==> config.mk <==
export PLATFORM = sky130hd
export DESIGN_NAME = demux_frame_ctrl_flat
export DESIGN_NICKNAME = d
export VERILOG_FILES = /design/src/rtl/demux_frame_ctrl_pkg.sv /design/src/rtl/demux_frame_ctrl_if.sv /design/src/rtl/demux_frame_ctrl.sv /design/src/flat_wrapper.sv
export SDC_FILE = /design/constraint.sdc
export NUM_CORES = 1
export LEC_CHECK = 0
export BUFFER_PORTS_ARGS = -buffer_cell sky130_fd_sc_hd__buf_4
export CAP_MARGIN = 15
export CORE_MARGIN = 2
export CORE_UTILIZATION = 40
export DETAILED_ROUTE_END_ITERATION = 8
export GPL_ROUTABILITY_DRIVEN = 0
export PLACE_DENSITY = 0.6
export REMOVE_ABC_BUFFERS = 1
export SLEW_MARGIN = 20
export SYNTH_ARGS = -nofsm -noshare
export SYNTH_HDL_FRONTEND = slang
export SYNTH_SLANG_ARGS = --single-unit
==> constraint.sdc <==
create_clock -name clk -period 2.7 [get_ports clk]
set_input_delay 0.54 -clock clk [delete_from_list [all_inputs] [get_ports clk]]
set_output_delay 0.54 -clock clk [all_outputs]
set_load 0.02 [all_outputs]
==> src/rtl/demux_frame_ctrl_pkg.sv <==
// Shared state encoding and widths for the demux frame controller.
package demux_pkg;

  localparam int ADDR_W = 2;
  localparam int NUM_CH = 4;

  typedef enum logic [1:0] {
    IDLE = 2'd0,
    ADDR = 2'd1,
    DATA = 2'd2,
    PAR  = 2'd3
  } state_t;

endpackage

==> src/rtl/demux_frame_ctrl_if.sv <==
// Serial frame input and demux-side outputs of the frame controller.
interface demux_frame_if;
  import demux_pkg::*;

  logic              ser_in;
  logic              start;
  logic              dout;
  logic [ADDR_W-1:0] sel;
  logic              dout_valid;
  logic              busy;
  logic              frame_done;
  logic              start_err;
  logic              parity_err;

  modport master (
    output ser_in, start,
    input  dout, sel, dout_valid, busy, frame_done, start_err, parity_err
  );

  modport slave (
    input  ser_in, start,
    output dout, sel, dout_valid, busy, frame_done, start_err, parity_err
  );

endinterface

==> src/rtl/demux_frame_ctrl.sv <==
// Serial frame controller for demux1_4: 2-bit address then PAYLOAD_LEN bits.
// Define DEMUX_FRAME_PARITY_EN to add a trailing even-parity bit and parity_err.
module demux_frame_ctrl
  import demux_pkg::*;
#(
  parameter int PAYLOAD_LEN = 8
) (
  input  logic         clk,
  input  logic         rst_n,
  demux_frame_if.slave bus
);

  localparam logic [7:0] LAST = 8'(PAYLOAD_LEN - 1);

  state_t            state, state_nxt;
  logic [7:0]        cnt, cnt_nxt;
  logic [ADDR_W-1:0] addr, addr_nxt;
  logic [ADDR_W-1:0] sel_q, sel_nxt;
  logic              dout_q, dout_nxt;
  logic              valid_q, valid_nxt;
  logic              busy_q, busy_nxt;
  logic              done_q, done_nxt;
  logic              serr_q, serr_nxt;
`ifdef DEMUX_FRAME_PARITY_EN
  logic              par_acc, par_nxt;
  logic              perr_q, perr_nxt;
`endif

  always_comb begin
    state_nxt = state;
    cnt_nxt   = cnt;
    addr_nxt  = addr;
    sel_nxt   = sel_q;
    dout_nxt  = 1'b0;
    valid_nxt = 1'b0;
    busy_nxt  = busy_q;
    done_nxt  = 1'b0;
    serr_nxt  = 1'b0;
`ifdef DEMUX_FRAME_PARITY_EN
    par_nxt   = par_acc;
    perr_nxt  = 1'b0;
`endif
    case (state)
      IDLE: begin
        // busy re-arms here so a back-to-back start keeps it high
        busy_nxt = bus.start;
        if (bus.start) begin
          addr_nxt[1] = bus.ser_in;
          state_nxt   = ADDR;
        end
      end
      ADDR: begin
        serr_nxt    = bus.start;
        addr_nxt[0] = bus.ser_in;
        sel_nxt     = {addr[1], bus.ser_in};
        cnt_nxt     = 8'd0;
        state_nxt   = DATA;
`ifdef DEMUX_FRAME_PARITY_EN
        par_nxt     = 1'b0;
`endif
      end
      DATA: begin
        serr_nxt  = bus.start;
        dout_nxt  = bus.ser_in;
        valid_nxt = 1'b1;
        cnt_nxt   = cnt + 8'd1;
`ifdef DEMUX_FRAME_PARITY_EN
        par_nxt   = par_acc ^ bus.ser_in;
        if (cnt == LAST) state_nxt = PAR;
`else
        if (cnt == LAST) begin
          done_nxt  = 1'b1;
          state_nxt = IDLE;
        end
`endif
      end
`ifdef DEMUX_FRAME_PARITY_EN
      PAR: begin
        serr_nxt  = bus.start;
        done_nxt  = 1'b1;
        perr_nxt  = par_acc ^ bus.ser_in;
        state_nxt = IDLE;
      end
`endif
      default: state_nxt = IDLE;
    endcase
  end

  always_ff @(posedge clk or negedge rst_n) begin
    if (!rst_n) begin
      state   <= IDLE;
      cnt     <= 8'd0;
      addr    <= '0;
      sel_q   <= '0;
      dout_q  <= 1'b0;
      valid_q <= 1'b0;
      busy_q  <= 1'b0;
      done_q  <= 1'b0;
      serr_q  <= 1'b0;
`ifdef DEMUX_FRAME_PARITY_EN
      par_acc <= 1'b0;
      perr_q  <= 1'b0;
`endif
    end else begin
      state   <= state_nxt;
      cnt     <= cnt_nxt;
      addr    <= addr_nxt;
      sel_q   <= sel_nxt;
      dout_q  <= dout_nxt;
      valid_q <= valid_nxt;
      busy_q  <= busy_nxt;
      done_q  <= done_nxt;
      serr_q  <= serr_nxt;
`ifdef DEMUX_FRAME_PARITY_EN
      par_acc <= par_nxt;
      perr_q  <= perr_nxt;
`endif
    end
  end

  assign bus.dout       = dout_q;
  assign bus.sel        = sel_q;
  assign bus.dout_valid = valid_q;
  assign bus.busy       = busy_q;
  assign bus.frame_done = done_q;
  assign bus.start_err  = serr_q;
`ifdef DEMUX_FRAME_PARITY_EN
  assign bus.parity_err = perr_q;
`else
  assign bus.parity_err = 1'b0;
`endif

endmodule

==> src/flat_wrapper.sv <==
// flat-port wrapper written by rule: the top's interface ports become plain ports
module demux_frame_ctrl_flat import demux_pkg::*;
#(
  parameter int PAYLOAD_LEN = 8
)
  (clk, rst_n, bus_ser_in, bus_start, bus_dout, bus_sel, bus_dout_valid, bus_busy, bus_frame_done, bus_start_err, bus_parity_err);
  demux_frame_if bus_i ();
  input  logic clk;
  input  logic rst_n;
  input wire logic [$bits(bus_i.ser_in)-1:0] bus_ser_in;
  input wire logic [$bits(bus_i.start)-1:0] bus_start;
  output wire logic [$bits(bus_i.dout)-1:0] bus_dout;
  output wire logic [$bits(bus_i.sel)-1:0] bus_sel;
  output wire logic [$bits(bus_i.dout_valid)-1:0] bus_dout_valid;
  output wire logic [$bits(bus_i.busy)-1:0] bus_busy;
  output wire logic [$bits(bus_i.frame_done)-1:0] bus_frame_done;
  output wire logic [$bits(bus_i.start_err)-1:0] bus_start_err;
  output wire logic [$bits(bus_i.parity_err)-1:0] bus_parity_err;
  assign bus_i.ser_in = bus_ser_in;
  assign bus_i.start = bus_start;
  assign bus_dout = bus_i.dout;
  assign bus_sel = bus_i.sel;
  assign bus_dout_valid = bus_i.dout_valid;
  assign bus_busy = bus_i.busy;
  assign bus_frame_done = bus_i.frame_done;
  assign bus_start_err = bus_i.start_err;
  assign bus_parity_err = bus_i.parity_err;
  demux_frame_ctrl #(.PAYLOAD_LEN(PAYLOAD_LEN)) u_core (.clk(clk), .rst_n(rst_n), .bus(bus_i));
endmodule
# Word-level counts from Yosys, hierarchy flattened
# Cells that the tools add are included.
word_totals:
  input_bits: 4
  ff_bits: 18
  output_inout_bits: 8
  elab_cells: 29
classes:
  mux: 9
  addsub: 1
  reduce_logical: 5
  eq_ne: 5
op_table:
  columns: ["op", "count"]
  rows:
  - ["$pmux 8 s2", 1]
  - ["$add 8x1->8 const B", 1]
  - ["$eq 8x3->1 const B", 1]
  - ["$pmux 2 s3", 1]
  - ["$mux 1", 5]
  - ["$mux 2", 2]
  - ["$reduce_and 2->1", 2]
  - ["$eq 2x1->1 const B", 1]
  - ["$eq 2x2->1 const B", 1]
  - ["$logic_not 2->1", 1]
  - ["$ne 2x1->1 const B", 1]
  - ["$ne 2x2->1 const B", 1]
  - ["$reduce_bool 2->1", 1]
  - ["$reduce_or 2->1", 1]

# Depth between registers and ports, before layout
depth:
  ltp_word: 3
  ltp_mapped: 6
  depth_no_buf: 5

# Least setup slack after synthesis
# No wires, ideal clock.
synth_timing:
  path_kind: "register to register"
  startpoint: "register u_core.state[0]"
  endpoint: "register u_core.state[0]"
  setup_time_ps: 128
  path_stages_with_launch: 7
  path_buffers: 1
  slack_ps: 1128
  t_required_ps: 2572
  period_less_slack_ps: 1572
  t_arrival_ps: 1444
  path_cell_list: "dfrtp_1 -> inv_1 -> ha_1 -> buf_2 -> o31a_1 -> a221oi_2 -> mux2_1"
synth_between:
  elab_chain_cells: 3
  word_cells_on_any_way: 7
  classes_between: "4 x eq/ne; 1 x mux; 2 x reduce/logical"
synth_rtl:
  columns: ["item", "line_no", "source"]
  rows:
  - ["from (decl)", "demux_frame_ctrl.sv:15", "state_t state, state_nxt;"]
  - ["from (signal assigned)", "demux_frame_ctrl.sv:105", "state <= state_nxt;"]
  - ["$eq 2x2->1 or $logic_not 2->1 (tied branches)", "demux_frame_ctrl.sv:43", "case (state)"]
  - ["$ne 2x1->1 (no line) or $ne 2x2->1 (tied branches)", null, null]
  - ["$reduce_and 2->1 (no line)", null, null]
# Parallel ways exist; a longest one is shown, timed or not.
# A chain may end at the register's enable or synchronous reset.

# Final worst setup path
# Ends and elaborated chain as after synthesis.

==> impl_metrics.yaml <==
layout:
  utilization_pct: 49.0
  antenna_cells: 0
  final_area_um2: 981
  nNetsFinal: 101
  drive_gt1_share_pct: 20.2
  fin_cells: 116
  synthToLayoutAreaGrowth_pct: 13.8
yosys:
  ys_seq_area_share_pct: 52.2
  netlist_area_um2: 862
  synth_most_common_cell: "dfrtp_1"
  synthFlopType: "dfrtp_1"
  ys_top_cells_by_count: "dfrtp_1, inv_1, ha_1"
  synth_area_leader_cell: "dfrtp_1"
  synth_top_area_share_pct: 52.2
  syn-instance-count: 78
  yosysWarnings: 0
  synth_edf_count: 0
  avgSynthCellArea_um2: 11.1
  synth-async-reset-ratio_pct: 100
  ys_ff_latch: 18
  synth.distinct_cells: 29
  synth_area_leaders: "dfrtp_1, ha_1, mux2_1"
clocking:
  clk_pin_slew_ps: 90
  h-tree-depth: 1
  tritoncts: "done"
  cts_buffers: 3
  post_cts_resized: 0
  clk_latency_ps: 280
  ctsHoldBuffers: 0
  cts_setup_buffers: 0
  clock-root-buffer: "clkbuf_4"
  clk_path_buf_depth: 2
  cts_num_sinks: 18
timing:
  period_share_pct: 64.8
  fin_ws_ps: 950
  holdWs_ps: 106
  fmax_ghz: 0.572
  maxSlewViolCount: 0
  setup_viol_count_final: 0
  fin_skew_ps: 1.58
  period_needed_ps: 1750
  rsz0062_at_grt: "no"
  hold_viol: 0
  finalSetupTns_ps: 0
worst_hold_path:
  hp-class: "input port to async pin"
global_route:
  grt_start_max_net_pins: 19
  antenna_found_initial: 0
  track_usage_pct: 13.2
  grt_pass1_vias: 579
  grt_pass1_wl_um: 2510
  overflow: 0
die:
  die_h_um: 50.4
  initial_core_util_pct: 43.1
  die_w_um: 50.4
  fp-row-count: 16
  core_area_um2: 2000
  dieArea_um2: 2540
  ioPinCount: 12
route:
  avgViaCountPerCell: 5.16
  vias: 598
  drtIter0Drc: 16
  remaining_drc_errors: 0
  wl_um: 1420
  postRouteAntennaNets: 0
  dr.pass1.iters: 4
  wl_per_cell_um: 12.2
critical_path:
  startpoint_type: "register"
  critPathCaptureType: "register"
  path_max_fanout: 10
  crit_arrival_ps: 1920
  crit_type: "register to register"
  worstPathRequired_ps: 2870
power:
  power_density_nw_per_um2: 909
  ir_drop_v: 0.000393
  p_leak_nw: 0.459
  finalPower_uw: 892
placement:
  preCtsSetupSlack_ps: 952
  place_area_um2: 958
  dp.final_hpwl_um: 1080
  io_buffers: 10
  place_inst: 113
outcome:
  outcome: "finished clean"
job:
  max_cap_violations: 0
-- worst paths after layout --
check                                             from                          end  slack [ps]  cells past startpoint
max in group asynchronous                        rst_n  u_core.bus.busy$_DFFE_PN0N_        2410                      1
hold / removal                                   rst_n    u_core.cnt[1]$_DFFE_PN0P_         110                      1
hold reg to reg             u_core.addr[1]$_DFFE_PN0P_   u_core.addr[1]$_DFFE_PN0P_         510                      1
setup reg to reg           u_core.state[0]$_DFFE_PN0P_  u_core.state[0]$_DFFE_PN0P_         950                      5
min in group clk                            bus_ser_in    u_core.bus.dout$_DFF_PN0_         480                      2
setup / recovery           u_core.state[0]$_DFFE_PN0P_  u_core.state[0]$_DFFE_PN0P_         950                      5
-- per-layer routing --
layer  wire length [µm]  track usage (%)
met3                 66             2.68
met5                  0                0
met4                  8             4.05
met2                653             21.9
met1                692             17.2
-- flip-flops by register name, summed over array words and instances, names as in the netlist --
signal                 cells
u_core.bus.start_err       1
u_core.bus.dout            1
u_core.bus.busy            1
u_core.bus.sel             2
u_core.state               2
u_core.bus.frame_done      1
u_core.cnt                 8
u_core.bus.dout_valid      1
u_core.addr                1
-- area by class of cell --
| type | count | area (µm²) |
|---|---|---|
| repair buffers | 10 | 75.1 |
| multi-input cells | 50 | 369 |
| inverters | 8 | 30.0 |
| fillers | 192 | 1020 |
| clock buffers | 3 | 22.5 |
| well taps | 27 | 33.8 |
| flip-flops and latches | 18 | 450 |
-- kinds of logic (layout without fill, tap and decap cells) --
group	count (synthesis)	in the layout	synth area share, %
AO/OA/AOI/OAI	13	13	9.87
XOR/XNOR	1	1	1.02
adder cells (fa/ha/maj)	6	6	8.71
buffers and inverters	10	21	4.93
flip-flops	18	18	52.2
multiplexers	6	6	7.69
other	1	1	0.435
AND/OR/NAND/NOR	23	23	15.1
-- critical path, stage by stage, from the launching register on --
cell,delay (ps)
dfrtp_1,400
inv_1,90
ha_1,340
o31a_1,170
a221oi_2,260
mux2_1,370
-- where the power goes --
part / internal [mW] / leakage (nW) / switching [mW]
clock: 0.0517 / 0.0138 / 0.0740
combinational: 0.161 / 0.208 / 0.227
sequential: 0.340 / 0.237 / 0.0386
total: 0.552 / 0.459 / 0.339
-- layout by cell type (no fill, tap or decap) --
cell	n
a221oi_2	1
inv_1	7
conb_1	1
nor2_1	3
a21oi_1	3
nand2_1	5
mux2_2	2
nand4_2	1
o21ai_1	1
and2_1	1
o211ai_1	1
or3_1	4
clkbuf_4	3
nor3_1	1
nand4_1	1
o31a_1	1
dfrtp_1	18
or4_1	1
nand4bb_1	1
ha_1	6
nand3_1	4
nand2b_1	1
o2bb2ai_1	1
o21ai_0	5
mux2i_1	1
buf_4	10
inv_2	1
xor2_1	1
mux2_1	3
No activity file was read; power rests on OpenSTA's default activity.
